<file path="src/rtl/loader_pkg.sv">
// Shared definitions for the program loader: width defaults, FSM state
// encoding and a small state-classification helper.
package loader_pkg;

    // Default instruction memory geometry (64k words of 32 bits).
    localparam int unsigned LOADER_ADDR_W = 16;
    localparam int unsigned LOADER_DATA_W = 32;

    // FSM state encoding.
    localparam int unsigned ST_W      = 3;
    localparam logic [2:0]  ST_IDLE   = 3'd0;
    localparam logic [2:0]  ST_LOAD   = 3'd1;
    localparam logic [2:0]  ST_VERIFY = 3'd2;
    localparam logic [2:0]  ST_DONE   = 3'd3;
    localparam logic [2:0]  ST_ERR    = 3'd4;

    // True in the states that accept a start pulse (IDLE and both terminal states).
    function automatic logic can_launch(input logic [2:0] st);
        return (st == ST_IDLE) || (st == ST_DONE) || (st == ST_ERR);
    endfunction

endpackage

</file>
<file path="src/rtl/loader_cksum.sv">
// Modular checksum accumulator with synchronous clear and enable.
// Ports:
//   clk, rst  - clock, asynchronous active-low reset
//   clr       - synchronous clear to zero (wins over en)
//   en        - add din into the running sum this cycle
//   din       - word to accumulate
//   sum       - registered running sum, modulo 2^W
module loader_cksum #(
    parameter int unsigned W = 32
) (
    input  logic         clk,
    input  logic         rst,
    input  logic         clr,
    input  logic         en,
    input  logic [W-1:0] din,
    output logic [W-1:0] sum
);

    // Accumulator register; the natural W-bit wrap gives the modulo behaviour.
    always_ff @(posedge clk or negedge rst) begin
        if (!rst) begin
            sum <= '0;
        end else if (clr) begin
            sum <= '0;
        end else if (en) begin
            sum <= sum + din;
        end
    end

endmodule

</file>
<file path="src/rtl/prog_loader.sv">
// Program loader: streams a block of instruction words into the core's
// instruction memory, reads the block back to verify a write/read checksum,
// and only then releases the core from reset.
// Ports:
//   clk, rst        - clock, asynchronous active-low reset
//   start_i         - start pulse (honoured in IDLE, DONE, ERR)
//   base_addr_i     - first word address of the block
//   len_i           - word count, 0 means 2^ADDR_W words
//   data_valid_i    - stream word present
//   data_i          - stream word
//   data_ready_o    - loader accepts a stream word (LOAD only)
//   mem_a_o         - memory word address
//   mem_w_o         - memory write enable (same-cycle pass-through of a transfer)
//   mem_d_o         - memory write data
//   mem_q_i         - memory read data, one cycle after mem_a_o
//   core_rst_o      - active-low core reset, released only in DONE
//   busy_o          - LOAD or VERIFY in progress
//   done_o          - verified successfully
//   err_o           - checksum mismatch
module prog_loader
    import loader_pkg::*;
#(
    parameter int unsigned ADDR_W = LOADER_ADDR_W,
    parameter int unsigned DATA_W = LOADER_DATA_W
) (
    input  logic              clk,
    input  logic              rst,
    input  logic              start_i,
    input  logic [ADDR_W-1:0] base_addr_i,
    input  logic [ADDR_W:0]   len_i,
    input  logic              data_valid_i,
    input  logic [DATA_W-1:0] data_i,
    output logic              data_ready_o,
    output logic [ADDR_W-1:0] mem_a_o,
    output logic              mem_w_o,
    output logic [DATA_W-1:0] mem_d_o,
    input  logic [DATA_W-1:0] mem_q_i,
    output logic              core_rst_o,
    output logic              busy_o,
    output logic              done_o,
    output logic              err_o
);

    localparam int unsigned LEN_W = ADDR_W + 1;

    logic [ST_W-1:0]   state;
    logic [ST_W-1:0]   state_nxt;

    logic [ADDR_W-1:0] base_q;
    logic [ADDR_W-1:0] addr_q;
    logic [ADDR_W-1:0] len_m1_q;
    logic [ADDR_W-1:0] cnt_q;
    logic              rd_done_q;
    logic              rd_pend_q;

    logic [DATA_W-1:0] sum_w;
    logic [DATA_W-1:0] sum_r;

    logic              launch_c;
    logic              accept_c;
    logic              last_wr_c;
    logic              issue_rd_c;
    logic              last_rd_c;
    logic              acc_rd_c;
    logic [DATA_W-1:0] verify_sum_c;

    // Handshake and terminal-count decodes.
    assign launch_c     = start_i && can_launch(state);
    assign accept_c     = (state == ST_LOAD) && data_valid_i;
    assign last_wr_c    = accept_c && (cnt_q == len_m1_q);
    assign issue_rd_c   = (state == ST_VERIFY) && !rd_done_q;
    assign last_rd_c    = issue_rd_c && (cnt_q == len_m1_q);
    assign acc_rd_c     = (state == ST_VERIFY) && rd_pend_q;

    // In the cycle after the final read the last word is still on mem_q_i,
    // so the comparison uses the sum including it.
    assign verify_sum_c = sum_r + mem_q_i;

    // State register.
    always_ff @(posedge clk or negedge rst) begin
        if (!rst) begin
            state <= ST_IDLE;
        end else begin
            state <= state_nxt;
        end
    end

    // Next-state logic.
    always_comb begin
        state_nxt = state;
        case (state)
            ST_IDLE, ST_DONE, ST_ERR: begin
                if (start_i) begin
                    state_nxt = ST_LOAD;
                end
            end
            ST_LOAD: begin
                if (last_wr_c) begin
                    state_nxt = ST_VERIFY;
                end
            end
            ST_VERIFY: begin
                if (rd_done_q) begin
                    state_nxt = (verify_sum_c == sum_w) ? ST_DONE : ST_ERR;
                end
            end
            default: begin
                state_nxt = ST_IDLE;
            end
        endcase
    end

    // Address/count datapath. The count is reused for the read-back pass.
    always_ff @(posedge clk or negedge rst) begin
        if (!rst) begin
            base_q    <= '0;
            addr_q    <= '0;
            len_m1_q  <= '0;
            cnt_q     <= '0;
            rd_done_q <= 1'b0;
            rd_pend_q <= 1'b0;
        end else begin
            rd_pend_q <= issue_rd_c;
            if (launch_c) begin
                base_q    <= base_addr_i;
                addr_q    <= base_addr_i;
                // len_i==0 truncates to all-ones, i.e. 2^ADDR_W words.
                len_m1_q  <= ADDR_W'(len_i - LEN_W'(1));
                cnt_q     <= '0;
                rd_done_q <= 1'b0;
            end else if (accept_c) begin
                if (last_wr_c) begin
                    addr_q <= base_q;
                    cnt_q  <= '0;
                end else begin
                    addr_q <= addr_q + ADDR_W'(1);
                    cnt_q  <= cnt_q + ADDR_W'(1);
                end
            end else if (issue_rd_c) begin
                addr_q <= addr_q + ADDR_W'(1);
                cnt_q  <= cnt_q + ADDR_W'(1);
                if (last_rd_c) begin
                    rd_done_q <= 1'b1;
                end
            end
        end
    end

    // Status flags registered from the next state so they align with state.
    always_ff @(posedge clk or negedge rst) begin
        if (!rst) begin
            core_rst_o <= 1'b0;
            busy_o     <= 1'b0;
            done_o     <= 1'b0;
            err_o      <= 1'b0;
        end else begin
            core_rst_o <= (state_nxt == ST_DONE);
            busy_o     <= (state_nxt == ST_LOAD) || (state_nxt == ST_VERIFY);
            done_o     <= (state_nxt == ST_DONE);
            err_o      <= (state_nxt == ST_ERR);
        end
    end

    // Write port is a same-cycle pass-through of the stream handshake.
    assign data_ready_o = (state == ST_LOAD);
    assign mem_w_o      = accept_c;
    assign mem_d_o      = accept_c ? data_i : '0;
    assign mem_a_o      = addr_q;

    // Sum of words written during LOAD.
    loader_cksum #(
        .W   (DATA_W)
    ) u_sum_w (
        .clk (clk),
        .rst (rst),
        .clr (launch_c),
        .en  (accept_c),
        .din (data_i),
        .sum (sum_w)
    );

    // Sum of words read back during VERIFY (data lags address by one cycle).
    loader_cksum #(
        .W   (DATA_W)
    ) u_sum_r (
        .clk (clk),
        .rst (rst),
        .clr (launch_c),
        .en  (acc_rd_c),
        .din (mem_q_i),
        .sum (sum_r)
    );

endmodule
</file>
<file path="config.mk">
export PLATFORM = sky130hd
export DESIGN_NAME = prog_loader
export DESIGN_NICKNAME = d
export VERILOG_FILES = /design/src/rtl/loader_pkg.sv /design/src/rtl/loader_cksum.sv /design/src/rtl/prog_loader.sv
export SDC_FILE = /design/constraint.sdc
export NUM_CORES = 1
export LEC_CHECK = 0
export ABC_CLOCK_PERIOD_IN_PS = 4400
export BUFFER_PORTS_ARGS = -buffer_cell sky130_fd_sc_hd__buf_4
export CAP_MARGIN = 10
export CORE_MARGIN = 2
export CORE_UTILIZATION = 56
export CTS_BUF_LIST = sky130_fd_sc_hd__clkbuf_8
export CTS_CLUSTER_SIZE = 40
export DETAILED_ROUTE_END_ITERATION = 7
export PLACE_DENSITY = 0.78
export SLEW_MARGIN = 40
export SYNTH_ARGS = -nofsm -noshare
export SYNTH_HDL_FRONTEND = slang
export SYNTH_SLANG_ARGS = --single-unit
</file>
<file path="constraint.sdc">
create_clock -name clk -period 4.4 [get_ports clk]
set_input_delay 0.44 -clock clk [delete_from_list [all_inputs] [get_ports clk]]
set_output_delay 0.44 -clock clk [all_outputs]
set_load 0.02 [all_outputs]
</file>
==> summary.md <==
| Metric | Value |
|---|---|
| Status | complete, no violations |
| Global-route wire length before repair | 53,450 um |
| Max clock buf depth | 2 |
| Routability cong. | 0.9602 |
| Post-synth top cells | 185 x nand2_1, 136 x dfrtp_1, 119 x o21ai_0 |
| Hold Crit Depth | 3 |
| Worst R2R End | err_o |
| Starting Density | 56.75% |
| Clk sink count | 136 |
| Syn Inst Count | 1,382 |
| FF-to-FF path depth | 15 |
| Fmax | 235.4 MHz |
| Min Tclk post-route | 4.248 ns |
| First-pass iteration count of the detailed router | 7 |
| Post-DRT Antenna Nets | 0 |
| I/O pin count | 155 |
| Synth area leaders | dfrtp_1 31%, ha_1 7.4%, nand2_1 6.3% |
| DIE WIDTH | 144.2 um |
| Yosys reg bits | 136 |
| Diodes inserted | 0 |
| Core area | 19,400 sq um |
| Clock root cell | clkbuf_8 |
| R2r startpoint | u_sum_r.sum[0] |
| Cell Rows | 51 |
| Pins Over Slew Limit | 0 |
| DRT Wirelength | 32,890 um |
| Critical Path AT | 4.60 ns |
| Setup Fix Bufs, Post-CTS | 0 |
| Gate power share | 51.5% |
| Total GRT Usage | 32.70% |
| Synth Cell Area | 11,010 sq um |
| Post-synth cell types | 80 |
| Worst VDD drop | 0.3833 mV |
| Via/cell ratio | 6.007 |
| Placed insts | 1,801 |
| DIE AREA | 20,800 sq um |
| Synthesized area per cell | 7.966 sq um |
| Vias in the first global route | 10,450 |
| Setup_tns | 0 ns |
| Lkg Pwr | 6.090 nW |
| Post-layout nets | 1,725 |
| Util after Layout | 68.23% |
| Final hold vios | 0 |
| Reg clk slew, reported paths | 0.09 ns |
| Fillers | 1,690 |
| Share of post-route cells with drive strength above 1 | 18.47% |
| Synth top area share | 30.91% |
| Wire length per cell | 17.92 um |
| Buffers added on ports | 153 |
| Net Sw Frac | 44.63% |
| Max_cap viols | 0 |
| Sequential Power Share | 33.0% |
| Die height | 144.2 um |
| Most frequent cell after synthesis | nand2_1 |
| Total gr overflow | 0 |
| Fraction of registers with async set/reset | 100.0% |
| Initial antenna violation count | 0 |
| P_sw | 2.933 mW |
| Data required, critical path | 4.75 ns |
| Pin count of the biggest net entering global routing | 105 |
| Worst hold-check path type | input port to flip-flop |
| CP Class | flip-flop to flip-flop |
| WHS Endpoint | base_q[11] |
| Clock power share | 15.5% |
| Htree depth | 4 |
| Skew final | 0.01335 ns |
| Rel. slew slack | 43.35% |
| Final setup viols | 0 |
| Worst-Skew Late Latency | 0.47 ns |
| Internal power | 3.639 mW |
| Starting DRT DRC Count | 863 |
| Synth warn | 0 |
| Worst-margin pin slew | 0.8433 ns |
| Syn nets | 1,550 |
| HP Start | base_addr_i[11] |
| Synth area leader | dfrtp_1 |
| Total CTS buffers | 17 |
| Flop-to-flop setup slack | 0.15 ns |
| CTS tree | built |
| Critical Path, Cell by Cell | ha_1 -> inv_1 -> fa_1 -> and2b_1 -> buf_4 -> o21ai_0 -> a21o_1 -> o21a_1 -> xnor2_1 -> xnor2_1 -> nand4b_1 -> or4_1 -> or4_1 -> and3_4 -> a32o_1 |
| Sequential area share after synthesis | 30.91% |
| Cell Count, Final, Fillers Out | 1,835 |
| CP max FO | 7 |
| Routed via count | 11,020 |
| CP peak stage delay | 0.54 ns |
| Dominant synthesized flop cell | dfrtp_1 |
| Crit end category | flip-flop |
| Final worst path period share | 96.54% |
| P&R area growth vs syn | 20.23% |
| Pwr dens | 496.5 nW/um^2 |
| Detailed placer's ending HPWL | 25,170 um |
| Dpl cell area | 12,760 sq um |
| Critical-path top delay cell | or4_1 |
| Crit path launch type | flip-flop |
| DRC violations left | 0 |
| EDFF count, synth | 0 |
| RSZ-0062 raised after global routing | false |
| Design Area, Final | 13,240 sq um |
## metal layers
| metal | track usage [%] | wire length, um | share of wire (%) |
|---|---|---|---|
| met1 | 43.65 | 14350 | 44 |
| met2 | 53.98 | 15550 | 47 |
| met3 | 5.331 | 2021 | 6.1 |
| met4 | 11.60 | 965 | 2.9 |
| met5 | 0 | 0 | 0 |
## flip-flops by register name, indices dropped and copies added, names as in the netlist, 3 cells and up
signal / count
cnt_q: 16
state: 3
len_m1_q: 16
u_sum_w.sum: 32
mem_a_o: 16
base_q: 16
u_sum_r.sum: 32
## placed cells by master, fill, tap and decap left out, types with 6 or more instances in the layout
master    instances
a211oi_1         19
a21o_1           17
a21oi_1          77
a221oi_1          8
a31oi_1          18
and2_1            6
and3_1           48
buf_4           223
clkbuf_8         18
dfrtp_1         136
ha_1             65
inv_1            38
mux2i_1           8
nand2_1         184
nand2b_1         13
nand3_1          69
nand3b_1          6
nand4_1          31
nor2_1          114
nor2b_1          10
nor3_1           29
nor4_1           10
o211ai_1         14
o21a_1           10
o21ai_0         119
o22ai_1           8
o31ai_1           7
or2_2             6
or3_1             7
xnor2_1          74
xor2_1           56
## critical path, delay by kind of cell (launching register included)
kind,cells,cell delay [ns]
buffers and inverters,2,0.16
XOR/XNOR,2,0.48
AO/OA/AOI/OAI,4,0.92
flip-flops,1,0.37
AND/OR/NAND/NOR,5,1.66
adder cells (fa/ha/maj),2,0.56
## kinds of logic (layout without fill, tap and decap cells)
family	count (synthesis)	after routing	share of synthesized area (%)
and+or+nand+nor	565	565	24.68
AOI/OAI and AO/OA	361	361	20.63
DFF	136	136	30.91
xor gates and xnor gates	135	135	11.27
buffers and inverters	109	297	3.921
adders and majority gates	67	67	7.751
muxes	9	9	0.8297
## through the flow
stage / power, mW / hold slack [ns] / worst slack [ns]
after detailed placement: 5.475 / 0.4618 / -0.2536
after global placement: 5.373 / 0.4582 / -0.1601
after floorplan: 4.439 / 0.1444 / 0.2401
after global routing: 7.098 / 0.1585 / 0.003862
after CTS: 6.509 / 0.03356 / 0.0007265
final: 6.572 / 0.1698 / 0.1524
## area by class of cell
type                            count  area (sq um)  area share (%)
Clock buffer                       18         247.7           1.872
Clock inverter                     14         127.6          0.9642
Inverter                           39         146.4           1.106
Multi-Input combinational cell   1137          7253           54.80
Sequential cell                   136          3403           25.71
Tap cell                          265         331.6           2.505
Timing Repair Buffer              226          1727           13.04
## power groups by stage
stage                     Sequential [mW]  Combinational, mW  Clock, mW
after floorplan                      2.08               2.36          0
after global placement               2.15               3.22          0
after detailed placement             2.17               3.30          0
after CTS                            2.15               3.33       1.03
after global routing                 2.22               3.79       1.08
final                                2.17               3.38       1.02
## timing repair
| item | CTS | global route |
|---|---|---|
| endpoints found under the hold margin | 0 | 30 |
| pin swaps | 0 | 1 |
| hold buffers | 0 | 1 |
| setup endpoints to repair | 2 | 3 |
| gates resized for setup | 2 | 7 |
## worst max path at each step
stage / from / end / slack [ns] / cells past startpoint
finish: u_sum_r.sum[0] / err_o / 0.15 / 15
global route: u_sum_r.sum[0] / err_o / 0.004 / 15
CTS: u_sum_r.sum[0] / err_o / 0.0007 / 14
detailed placement: mem_q_i[0] / err_o / -0.25 / 15
global placement: mem_q_i[0] / err_o / -0.16 / 15
floorplan: mem_q_i[0] / err_o / 0.24 / 14
No activity file was read; power rests on OpenSTA's default activity.
